--- src/rtl/present80_round_engine.sv ---
`default_nettype none
// ============================================================================
// Module   : present80_round_engine
// Brief    : Iterative PRESENT-80 encryption engine, one full round per clock.
// Revision : 1.0
// ============================================================================

module present80_sbox (
    input  logic [3:0] i_nib,
    output logic [3:0] o_nib
);
    always_comb begin
        o_nib = 4'h0;
        case (i_nib)
            4'h0: o_nib = 4'hC;
            4'h1: o_nib = 4'h5;
            4'h2: o_nib = 4'h6;
            4'h3: o_nib = 4'hB;
            4'h4: o_nib = 4'h9;
            4'h5: o_nib = 4'h0;
            4'h6: o_nib = 4'hA;
            4'h7: o_nib = 4'hD;
            4'h8: o_nib = 4'h3;
            4'h9: o_nib = 4'hE;
            4'hA: o_nib = 4'hF;
            4'hB: o_nib = 4'h8;
            4'hC: o_nib = 4'h4;
            4'hD: o_nib = 4'h7;
            4'hE: o_nib = 4'h1;
            4'hF: o_nib = 4'h2;
            default: o_nib = 4'h0;
        endcase
    end
endmodule

module present80_round_engine #(
    parameter int ROUNDS = 31
) (
    input  logic        clk,
    input  logic        reset_n,
    input  logic        in_valid,
    output logic        in_ready,
    input  logic [63:0] plaintext,
    input  logic [79:0] key,
    output logic        out_valid,
    input  logic        out_ready,
    output logic [63:0] ciphertext,
    output logic        busy
);

    typedef enum logic [1:0] {
        S_IDLE = 2'd0,
        S_RUN  = 2'd1,
        S_DONE = 2'd2
    } state_t;

    localparam logic [4:0] c_last_round = 5'(ROUNDS);

    state_t      r_fsm;
    state_t      w_fsm_nxt;
    logic [63:0] r_state;
    logic [79:0] r_key;
    logic [4:0]  r_round;
    logic [63:0] r_ct;

    logic [63:0] w_addkey;
    logic [63:0] w_sub;
    logic [63:0] w_perm;
    logic [79:0] w_key_rot;
    logic [3:0]  w_key_sb;
    logic [79:0] w_key_nxt;
    logic [63:0] w_ct_nxt;
    logic        w_last;
    logic        w_accept;
    logic        w_run;

    // Round datapath: key addition, sBoxLayer, pLayer
    assign w_addkey = r_state ^ r_key[79:16];

    for (genvar j = 0; j < 16; j++) begin : g_sbox
        present80_sbox u_sbox (
            .i_nib (w_addkey[4*j +: 4]),
            .o_nib (w_sub[4*j +: 4])
        );
    end

    for (genvar i = 0; i < 63; i++) begin : g_perm
        assign w_perm[(16*i) % 63] = w_sub[i];
    end
    assign w_perm[63] = w_sub[63];

    // Key schedule: rotate left 61, S-box on top nibble, counter into [19:15]
    assign w_key_rot = {r_key[18:0], r_key[79:19]};

    present80_sbox u_key_sbox (
        .i_nib (w_key_rot[79:76]),
        .o_nib (w_key_sb)
    );

    assign w_key_nxt = {w_key_sb, w_key_rot[75:20], w_key_rot[19:15] ^ r_round, w_key_rot[14:0]};
    assign w_ct_nxt  = w_perm ^ w_key_nxt[79:16];
    assign w_last    = (r_round == c_last_round);
    assign w_accept  = in_valid & in_ready;
    assign w_run     = (r_fsm == S_RUN);

    always_ff @(posedge clk or negedge reset_n) begin
        if (!reset_n) begin
            r_fsm <= S_IDLE;
        end else begin
            r_fsm <= w_fsm_nxt;
        end
    end

    always_comb begin
        w_fsm_nxt = r_fsm;
        in_ready  = 1'b0;
        busy      = 1'b0;
        out_valid = 1'b0;
        case (r_fsm)
            S_IDLE: begin
                in_ready = 1'b1;
                if (in_valid) begin
                    w_fsm_nxt = S_RUN;
                end
            end
            S_RUN: begin
                busy = 1'b1;
                if (w_last) begin
                    w_fsm_nxt = S_DONE;
                end
            end
            S_DONE: begin
                out_valid = 1'b1;
                if (out_ready) begin
                    w_fsm_nxt = S_IDLE;
                end
            end
            default: begin
                w_fsm_nxt = S_IDLE;
            end
        endcase
    end

    // The counter holds on the final round so it never wraps past 31
    always_ff @(posedge clk or negedge reset_n) begin
        if (!reset_n) begin
            r_state <= 64'h0;
            r_key   <= 80'h0;
            r_round <= 5'd1;
            r_ct    <= 64'h0;
        end else if (w_accept) begin
            r_state <= plaintext;
            r_key   <= key;
            r_round <= 5'd1;
        end else if (w_run) begin
            r_state <= w_perm;
            r_key   <= w_key_nxt;
            if (w_last) begin
                r_ct <= w_ct_nxt;
            end else begin
                r_round <= r_round + 5'd1;
            end
        end
    end

    assign ciphertext = r_ct;

endmodule
`default_nettype wire
--- config.mk ---
export PLATFORM = sky130hd
export DESIGN_NAME = present80_round_engine
export DESIGN_NICKNAME = d
export VERILOG_FILES = /design/src/rtl/present80_round_engine.sv
export SDC_FILE = /design/constraint.sdc
export NUM_CORES = 1
export LEC_CHECK = 0
export BUFFER_PORTS_ARGS = -buffer_cell sky130_fd_sc_hd__buf_2
export CAP_MARGIN = 0
export CORE_ASPECT_RATIO = 1.4
export CORE_UTILIZATION = 40
export DETAILED_ROUTE_END_ITERATION = 12
export PLACE_DENSITY = 0.6
export SYNTH_ARGS = -nofsm -noshare
export SYNTH_HDL_FRONTEND = slang
export SYNTH_SLANG_ARGS = --single-unit
export TNS_END_PERCENT = 30
--- constraint.sdc ---
create_clock -name clk -period 2.45 [get_ports clk]
set_input_delay 0.49 -clock clk [delete_from_list [all_inputs] [get_ports clk]]
set_output_delay 0.49 -clock clk [all_outputs]
set_load 0.005 [all_outputs]
-- Word level (Yosys, flattened, before mapping)
Memories as Yosys holds them, arrays and structs flattened.
Cells that the tools add are included.
- bitwise logic cells: 5
- add/subtract/negate cells: 1
- equality and inequality tests: 7
- $mul: 0
- divide/modulo/power cells: 0
- order comparisons: 0
- reductions and logical operators: 5
- multiplexer cells: 14
- shift operators: 0
- operators with widths (cell ; count):
    two-way mux 80 bit ; 2
    two-way mux 64 bit ; 2
    bitwise XOR 64 bit ; 2
    two-way mux 5 bit ; 3
    two-way mux 2 bit ; 3
    != test 2 bit, second input constant ; 3
    case mux 2 bit (3 select lines) ; 1
    AND reduction 3 bit ; 2
    adder 5 x 1 -> 5 bit, second input constant ; 1
    equality test 5 bit, second input constant ; 1
    bitwise XOR 5 bit ; 1
    two-way mux 1 bit ; 3
    equality test 2 x 1 -> 1 bit, second input constant ; 1
    equality test 2 bit, second input constant ; 1
    zero test 2 bit ; 1
    != test 2 x 1 -> 1 bit, second input constant ; 1
    AND reduction 2 bit ; 1
    nonzero test 2 bit ; 1
    bitwise AND 1 bit ; 1
    NOT 1 bit ; 1
- output and inout port bits: 67
- memories: 17
- flip-flop bits (word level): 215
- ROM bits: 1088
- bits in latches: 0
- bits in writable memories: 0
- memories (memory ; depth ; bits a word ; rd ports ; clocked after Yosys merged registers in ; write ports ; line ; source):
    (no name shown) ; 16 ; 4 ; 1 ; 0 ; 0 ; 14 ; case (i_nib)
    (no name shown) ; 16 ; 4 ; 1 ; 0 ; 0 ; 14 ;
    (no name shown) ; 16 ; 4 ; 1 ; 0 ; 0 ; 14 ;
    (no name shown) ; 16 ; 4 ; 1 ; 0 ; 0 ; 14 ;
    (no name shown) ; 16 ; 4 ; 1 ; 0 ; 0 ; 14 ;
    (no name shown) ; 16 ; 4 ; 1 ; 0 ; 0 ; 14 ;
    11 more memories ; n/a ; n/a ; n/a ; n/a ; n/a ; n/a ;

-- Depth between registers and ports, before layout
Gate-level depths: netlist (run 1).
- depth in word-level cells: 5
- mapped depth: 9
- depth with buffers taken out: 8

-- Hierarchy
From an unflattened synthesis (run 1), not the netlist that was laid out.
- cells, all modules: 1298
- area, all modules: 12954.9 µm²
- modules (own cells, without submodules) (module ; times used ; area each (µm²) ; cells each):
    present80_round_engine ; 1 ; 9806.9 ; 992
    present80_sbox ; 17 ; 185.2 ; 18

-- Worst setup path after synthesis (run 1)
No wires, ideal clock.
- path type: register to register
- start: register r_key[17]
- end: register r_state[32]
- stages on the path, launching flop included: 7
- data arrival time: 1.981 ns
- library setup time: 0.126 ns
- slack: 0.344 ns
- clock period less this slack: 2.106 ns
- cell sequence: dfrtp_1 > buf_4 > xnor2_1 > inv_1 > ha_1 > mux4_2 > a221o_1
- longest elaborated chain between the ends: 4
- ends and longest elaborated chain (item ; line ; source):
    start, declared ; 62 ; logic [79:0] r_key;
    start signal, assigned ; 153 ; r_key <= key;
    start signal, assigned ; 157 ; r_key <= w_key_nxt;
    bitwise XOR 64 bit ; 78 ; assign w_addkey = r_state ^ r_key[79:16];
    memory read (16 x 4 bit) ; n/a ;
    two-way mux 64 bit ; 155 ; end else if (w_run) begin
    two-way mux 64 bit ; 151 ; end else if (w_accept) begin
    end signal, assigned ; 152 ; r_state <= plaintext;
    end signal, assigned ; 156 ; r_state <= w_perm;
    end, declared ; 61 ; logic [63:0] r_state;
No other way between the ends. The select of a mux whose other input is x is not followed.
A chain may end at the register's enable or synchronous reset.

-- Worst setup path after layout (run 1)
- start: register r_fsm[1]
- end: output busy
- longest elaborated chain between the ends: 2
- ends and longest elaborated chain (item ; line ; source):
    start, declared ; 59 ; state_t r_fsm;
    start signal, assigned ; 110 ; r_fsm <= w_fsm_nxt;
    equality test 2 x 1 -> 1 bit ; 119 ; case (r_fsm)
    two-way mux 1 bit ; 119 ;
    end, declared ; 48 ; output logic busy
No other way between the ends.

==> results.md, run 1 <==
- Vias: 11345
- Synthesized Nets: between 1500 and 2000
- Final hold violation count: 0
- Final setup fails: 0
- Post-CTS setup buffers: 0
- Syn Inst Count: 1366
- Die width: 157 um
- Fill cells: about 3200
- H-tree Lvls: 1
- FFs w/ async S/R, synth: 100%
- Core area: 33200 sq um
- Minimum clock period: roughly 2.4 ns
- P&R area growth vs syn: 19.7%
- Crit path DAT: 1.93 ns
- Synth cell count leaders: dfrtp_1, o21ai_0, nand2_1
- Crit path required time: 1.96 ns
- Via density: 5.57
- R2r setup slk: 0.11 ns
- Critical Path Start Type: flip-flop
- Hold Crit Class: primary input to flip-flop
- WL/cell: 23.3 um
- Reg2Reg Depth: 6
- Post-Syn Area per Cell: between 9 and 10 sq um
- CTS tree: yes
- Cell variety after synth: 41
- Cell area after synthesis: 13500 sq um
- Compound-gate portion of the synthesized area: 19.2%
- Worst-margin pin slew: 0.724 ns
- Final GP Congestion: approximately 0.94
- Port Buffers: 214
- CP Launch Point: r_fsm[1]
- Multi-input logic area: approximately 7500 sq um
- Initial antenna violation count: 0
- Setup crit end: busy
- Crit path kind: flip-flop to output pin
- CP Capture Type: output pin
- Largest family of logic cells by synthesized area: compound AO/OA/AOI/OAI gates
- N_diodes: 0
- Post-Route WL: roughly 48000 um
- Worst-Skew Late Latency: 0.54 ns
- Share of post-route cells with drive strength above 1: 23.3%
- Max-slew violations: 0
- Multiplexer area fraction after synthesis: under 10%
- R2R Path End: ciphertext[39]
- Root Buffer: clkbuf_16
- TritonCTS Buffers: 23
- Ys Warns: 0
- Simple-gate share of the synthesized area: 9.02%
- Tcrit/Tclk final: 98.6%
- #FFs+latches synth: approximately 220
- Post-DP HPWL: 35700 um
- Top-area cell type share of the netlist area: 39.6%
- Total track usage: between 20% and 30%
- Vias in the first global route: 11497
- Outcome: complete, no violations
- Row count: 79
- # IOs: 215
- EDFF count, synth: 0
- DR pass1 iterations: 5
- Xor and xnor area share after synthesis: 10.4%
- Setup_tns: 0 ns
- ANT nets after route: 0
- Iter 0 DRT Violations: 954
- Top FF cell, synth: dfrtp_1
- First-pass GRT wire length: approximately 70000 um
- Peak Freq: ~410 MHz
- FF-to-FF Start: r_key[45]
- Fin nets: 1825
- Largest net degree at the start of global routing: 70
- # clock sinks: approximately 220
- Adder-cell share of the synthesized area: 9.53%
- Register Area: 5390 sq um
- Worst-path fanout max: between 50 and 60
- Library cell with the highest instance count after synthesis: dfrtp_1
- Top post-synthesis cells by area: dfrtp_1, ha_1, o21ai_0
- CTS clk-pin slew, worst paths: 0.06 ns
- Max Cap Violations: 0
- Clock Path Buffers: 3
- Die H: ~220 um
- Largest area contributor in the synthesized netlist: dfrtp_1
- Die ar.: 34500 sq um
- Clock skew: 0.0127 ns
- Register area share after synthesis: 39.8%
- RSZ-0062 raised after global routing: no
- Initial Util: roughly two fifths
- DRC errors left: 0
- Slew margin rel.: ~52%
- GRT overflow: 0
==> flip-flops by register name (all words and copies together), names as in the netlist <==
signal,count
ciphertext,64
r_fsm,2
r_key,80
r_round,5
r_state,64
==> cells in the final DEF (no fill, tap or decap), drive strengths merged, types with 2 or more instances in the layout <==
| master | instances |
|---|---|
| nor2 | 38 |
| xor2 | 57 |
| xnor2 | 77 |
| nor3b | 2 |
| mux2i | 23 |
| a221o | 14 |
| ha | 103 |
| a22oi | 93 |
| nor2b | 71 |
| bufinv | 5 |
| a22o | 2 |
| a2bb2oi | 16 |
| nand2b | 2 |
| dfrtp | 214 |
| nor3 | 15 |
| inv | 77 |
| mux4 | 34 |
| clkinv | 7 |
| o221ai | 12 |
| buf | 268 |
| a222oi | 2 |
| clkbuf | 27 |
| o21ai | 183 |
| nand2 | 134 |
| a21oi | 102 |
==> cell type report <==
class | instances | share of cell area, %
Multi-Input combinational cell | 989 | 46.6
Sequential cell | 215 | 33.3
Timing Repair Buffer | 269 | 9.90
Clock buffer | 27 | 3.71
Tap cell | 445 | 3.44
Inverter | 76 | 1.76
Clock inverter | 14 | 1.27
==> metrics by stage <==
stage | setup slack, ns | cell area, sq um | util (%) | hold slack (ns) | std cells
floorplan | 0.344 | 13500 | - | 0.194 | 1366
global placement | 0.166 | 15300 | 46.2 | 0.459 | 1993
detailed placement | 0.111 | 15300 | 46.2 | 0.465 | 1993
CTS | 0.0144 | 16200 | 48.7 | 0.120 | 2035
global route | 0.000125 | 16200 | 48.7 | 0.141 | 2035
finish | 0.0332 | 16200 | 48.7 | 0.134 | 2035
==> kinds of logic after synthesis <==
kind of cell,Yosys count
buffers and inverters,162
xor gates and xnor gates,134
DFF,215
adders and majority gates,103
AOI/OAI and AO/OA,429
muxes,57
and+or+nand+nor,266
==> worst min path at each step <==
| stage | from | endpoint | slack (ns) | cells after the start |
|---|---|---|---|---|
| after floorplan | reset_n | ciphertext[0] | 0.19 | 0 |
| final | out_ready | r_fsm[1] | 0.13 | 2 |
| after detailed placement | ciphertext[48] | ciphertext[48] | 0.46 | 2 |
| after CTS | out_ready | r_fsm[1] | 0.12 | 2 |
| after global placement | ciphertext[42] | ciphertext[42] | 0.46 | 2 |
| after global routing | out_ready | r_fsm[1] | 0.14 | 2 |
==> timing repair <==
action                                  CTS  global route
resized for setup                         0             3
hold buffers                              1             0
endpoints found under the hold margin    62             0
endpoints found under the setup margin    0             7
==> layer usage <==
| metal | GRT usage [%] | share of wire, % |
|---|---|---|
| met1 | 36.7 | 41 |
| met5 | 0 | 0 |
| met3 | 2.93 | 5.7 |
| met2 | 45.7 | 48 |
| met4 | 14.7 | 5.4 |
==> critical path, stage by stage (launching register included) <==
cell,delay [ns]
dfrtp_4,0.57
nand2b_1,0.20
inv_2,0.12
buf_12,0.28
buf_6,0.15
Power of run 1 is not shown: default switching activity piles up to over one toggle a cycle in this logic, so the estimate is an artifact.
==> inputs of run 2 (changes only) <==
--- a/config.mk
+++ b/config.mk
@@ -5,9 +5,10 @@
 export SDC_FILE = /design/constraint.sdc
 export NUM_CORES = 1
 export LEC_CHECK = 0
-export BUFFER_PORTS_ARGS = -buffer_cell sky130_fd_sc_hd__buf_2
+export BUFFER_PORTS_ARGS = -buffer_cell sky130_fd_sc_hd__clkbuf_2
 export CAP_MARGIN = 0
 export CORE_ASPECT_RATIO = 1.4
+export CORE_MARGIN = 2
 export CORE_UTILIZATION = 40
 export DETAILED_ROUTE_END_ITERATION = 12
 export PLACE_DENSITY = 0.6
==> run 2 against run 1 <==
Net effect:
- fmax is 3.8% higher
- hold slack better by 0.0032 ns
- sequential share of layout area is 0.26 points lower
- final cell count is 0.44% higher
- first-iteration DRC count is 15% lower
- via count is 0.60% lower
- register-to-register slack hardly changed
- count of clock-buffer cells in the layout is 10 higher
- critical path type is now flip-flop to flip-flop
==> results.md, run 2 (same netlist as run 1, synthesis figures left out) <==
- Slew margin rel.: 29.0%
- GRT overflow: 0
- Worst hold start: out_ready
- # clock sinks: roughly 220
- Max Cap Violations: 0
- Minimum clock period: 2.33 ns
- First-pass GRT wire length: 70500 um
- Final Non-Filler Cells: 2044
- Die width: 159 um
- Row count: 79
- CP Capture Type: flip-flop
- Worst-Skew Late Latency: roughly 0.54 ns
- WL/cell: between 20 and 25 um
- Tcrit/Tclk final: 95.1%
- Number of flip-flops in the largest register: 80
- N_diodes: 0
- Worst-path fanout max: 4
- Initial antenna violation count: 0
- Most frequent cells in the layout: clkbuf_2, dfrtp_1, o21ai_0
- Vias: roughly 11000
- WHS Path Cells: 2
- DRC errors left: 0
- Final instance area: 16300 sq um
- RSZ-0062 raised after global routing: no
- Crit path DAT: 2.75 ns
- Final GP Congestion: between 0.8 and 0.9
- Post-Route WL: 47100 um
- Worst min-delay path endpoint: r_fsm[1]
- # IOs: 215
- Core area: roughly 33000 sq um
- Vias in the first global route: 11424
- ANT nets after route: 0
- Share of post-route cells with drive strength above 1: 23.6%
- Reg2Reg Depth: 5
- Hold Crit Class: primary input to flip-flop
- H-tree Lvls: 1
- Iter 0 DRT Violations: 810
- Setup_tns: 0 ns
- Post-detailed-placement cell area: 15500 sq um
- Final design utilization: 49.0%
- Clock Path Buffers: 3
- Initial Util: 40.6%
- Worst-margin pin slew: 1.07 ns
- Placed insts: 1999
- Outcome: complete, no violations
- R2r setup slk: 0.12 ns
- Post-DP HPWL: 35500 um
- P&R area growth vs syn: 20.7%
- Via density: 5.52
- Commonest non-fill, non-tap cell in the layout: clkbuf_2
- R2R Path End: r_state[39]
- Max-slew violations: 0
- Crit path kind: flip-flop to flip-flop
- Die H: 222 um
- Critical Path Start Type: flip-flop
- Clock skew: 0.0144 ns
- FF-to-FF Start: r_key[44]
- Total track usage: 26.3%
- CTS tree: yes
- Largest net degree at the start of global routing: 84
- TritonCTS Buffers: 24
- Root Buffer: clkbuf_16
- Crit path required time: approximately 2.9 ns
- CTS clk-pin slew, worst paths: 0.06 ns
- Peak Freq: around 430 MHz
- Final setup fails: 0
- Port Buffers: 214
- Fill cells: approximately 3100
- Final hold violation count: 0
- Die ar.: roughly 35000 sq um
- Register with the highest flop count: r_key
- DR pass1 iterations: 6
- Post-CTS setup buffers: 0
- Fin nets: 1832
[run 2: worst max-delay path: stages, from the launching register on]
cell	delay [ns]
dfrtp_1	0.48
xnor2_1	0.33
inv_1	0.16
ha_1	0.36
mux4_2	0.54
a221o_1	0.34
[run 2: area by class of cell]
class                           count  area (sq um)  share of cell area, %
Clock buffer                       37           731                   4.48
Multi-Input combinational cell    989          7560                   46.3
Inverter                           76           285                   1.75
Timing Repair Buffer              275          1700                   10.4
Tap cell                          445           557                   3.41
Sequential cell                   215          5390                   33.0
Clock inverter                      7          92.6                  0.567
[run 2: what timing repair did]
action | in CTS | in global routing
endpoints found under the hold margin | 62 | 0
setup endpoints to repair | 0 | 5
hold buffers | 1 | 0
gates resized for setup | 0 | 4
[run 2: per-stage QoR]
step / hold slack, ns / worst slack (ns)
after global placement: 0.466 / 0.165
after floorplan: 0.194 / 0.344
after detailed placement: 0.470 / 0.110
after CTS: 0.122 / 0.0929
after global routing: 0.142 / 0.0187
final: 0.137 / 0.121
[run 2: worst max path at each step]
stage | startpoint | endpoint | slack, ns | depth (start not counted)
6_report | r_key[44] | r_state[39] | 0.12 | 5
5_1_grt | r_key[25] | r_state[34] | 0.02 | 6
4_1_cts | r_key[16] | r_state[32] | 0.09 | 5
3_5_place_dp | r_key[16] | r_state[32] | 0.11 | 5
3_3_place_gp | r_key[44] | r_state[39] | 0.16 | 5
2_1_floorplan | r_key[17] | r_state[32] | 0.34 | 6
[run 2: metal layers]
metal / up-vias / track usage (%) / share of wire, %
li1: 5181 / - / -
met1: 5573 / 34.4 / 41
met2: 442 / 43.3 / 47
met3: 81 / 2.99 / 5.6
met4: 0 / 13.1 / 5.5
met5: - / 0 / 0
Power of run 2 is left out for the same reason.
==> inputs of run 3 (changes only) <==
--- a/config.mk
+++ b/config.mk
@@ -12,6 +12,7 @@
 export CORE_UTILIZATION = 40
 export DETAILED_ROUTE_END_ITERATION = 12
 export PLACE_DENSITY = 0.6
+export REMOVE_ABC_BUFFERS = 1
 export SYNTH_ARGS = -nofsm -noshare
 export SYNTH_HDL_FRONTEND = slang
 export SYNTH_SLANG_ARGS = --single-unit
==> run 3 against run 2 <==
Net effect:
- count of clock-buffer cells in the layout rose by 1
- global-route usage fell by 1.3 points
- via count fell by 2.0%
- final cell count fell by 0.49%
- setup slack got worse by 0.024 ns
==> results.md, run 3 (same netlist as run 1, synthesis figures left out) <==
- WL/cell: 21.7 um
- DRC errors left: 0
- Worst-margin pin slew: around 0.66 ns
- Post-DP HPWL: between 30000 and 40000 um
- Commonest non-fill, non-tap cell in the layout: clkbuf_2
- Max Cap Violations: 0
- Final setup fails: 0
- Initial antenna violation count: 0
- RSZ-0062 raised after global routing: no
- Number of flip-flops in the largest register: 80
- Final instance area: approximately 16000 sq um
- Crit path kind: flip-flop to flip-flop
- Register with the highest flop count: r_key
- Post-Route WL: 44200 um
- Clock skew: 0.00994 ns
- Worst-Skew Late Latency: 0.53 ns
- Share of post-route cells with drive strength above 1: 23.2%
- Worst hold start: out_ready
- CP Capture Type: flip-flop
- R2r setup slk: 0.1 ns
- GRT overflow: 0
- Final hold violation count: 0
- Worst min-delay path endpoint: r_fsm[1]
- Max-slew violations: 0
- Via density: 5.44
- Total track usage: 25.0%
- Crit path DAT: between 2 and 3 ns
- P&R area growth vs syn: 20.1%
- Minimum clock period: about 2.4 ns
- Iter 0 DRT Violations: 640
- N_diodes: 0
- Fill cells: 3240
- Reg2Reg Depth: 5
- Hold Crit Class: primary input to flip-flop
- Multi-input logic area: ~7600 sq um
- First-pass GRT wire length: just under 70000 um
- Clock Path Buffers: 3
- # clock sinks: between 200 and 250
- TritonCTS Buffers: 24
- Largest net degree at the start of global routing: 67
- ANT nets after route: 0
- Initial Util: about two fifths
- CTS clk-pin slew, worst paths: 0.06 ns
- Die ar.: around 35000 sq um
- Row count: 79
- Final GP Congestion: 0.886
- Post-detailed-placement cell area: 15300 sq um
- Crit path required time: 2.86 ns
- WHS Path Cells: 2
- H-tree Lvls: 1
- FF-to-FF Start: r_key[65]
- Outcome: complete, no violations
- CTS tree: yes
- Root Buffer: clkbuf_16
- Port Buffers: 214
- Vias in the first global route: about 11000
- Core area: around 33000 sq um
- Fin nets: ~1800
- Post-CTS setup buffers: 0
- Worst-path fanout max: 5
- R2R Path End: r_state[44]
- Most frequent cells in the layout: clkbuf_2, dfrtp_1, o21ai_0
- Peak Freq: 425 MHz
- Tcrit/Tclk final: 96.0%
- Slew margin rel.: 56.0%
- Vias: 11056
- Die H: approximately 220 um
- Die width: approximately 160 um
- Register Area: 5390 sq um
- # IOs: 215
- DR pass1 iterations: 7
- Critical Path Start Type: flip-flop
[run 3: per-layer routing]
metal | vias to the layer above | share of wire [%] | wire (um) | track usage [%]
met5 | - | 0 | 0 | 0
met1 | 5471 | 40 | 17700 | 30.7
met2 | 330 | 50 | 22000 | 43.3
met3 | 87 | 4.6 | 2040 | 2.94
met4 | 0 | 5.5 | 2420 | 12.9
li1 | 5168 | - | - | -
[run 3: metrics by stage]
step | instances | setup slack (ns) | utilization, % | hold slack, ns | setup TNS (ns)
6_report | 2034 | 0.0972 | 48.7 | 0.147 | 0
5_1_grt | 2034 | 0.00386 | 48.7 | 0.159 | 0
4_1_cts | 2034 | 0.0157 | 48.6 | 0.140 | 0
3_5_place_dp | 1990 | 0.0858 | 46.1 | 0.442 | 0
3_3_place_gp | 1990 | 0.169 | 46.1 | 0.442 | 0
2_1_floorplan | 1280 | -3.16 | - | 0.194 | -442.31
[run 3: how the worst max path moves through the flow]
stage	from	endpoint	slack (ns)	depth (start not counted)
after CTS	r_fsm[0]	busy	0.02	5
after global routing	r_key[73]	r_state[46]	0.004	5
after floorplan	r_fsm[0]	ciphertext[0]	-3.16	5
after detailed placement	r_key[48]	r_state[40]	0.09	5
final	r_key[65]	r_state[44]	0.1	5
after global placement	r_key[48]	r_state[40]	0.17	5
[run 3: final cells by class]
cell class                      instances  share of cell area, %
Multi-Input combinational cell        989                   46.6
Sequential cell                       215                   33.2
Timing Repair Buffer                  266                   10.0
Clock buffer                           38                   4.59
Tap cell                              445                   3.43
Inverter                               76                   1.76
Clock inverter                          5                  0.462
[run 3: worst max-delay path: stages, from the launching register on]
cell and delay, ns:
dfrtp_1 0.44, xnor2_1 0.45, inv_1 0.16, ha_1 0.36
mux4_2 0.49, a221o_1 0.34
[run 3: repair_timing]
action,4_1_cts,5_1_grt
cloned,0,0
hold endpoints to repair,42,0
hold buffers,1,0
endpoints found under the setup margin,1,10
resized for setup,2,7
Power of run 3 is left out for the same reason.
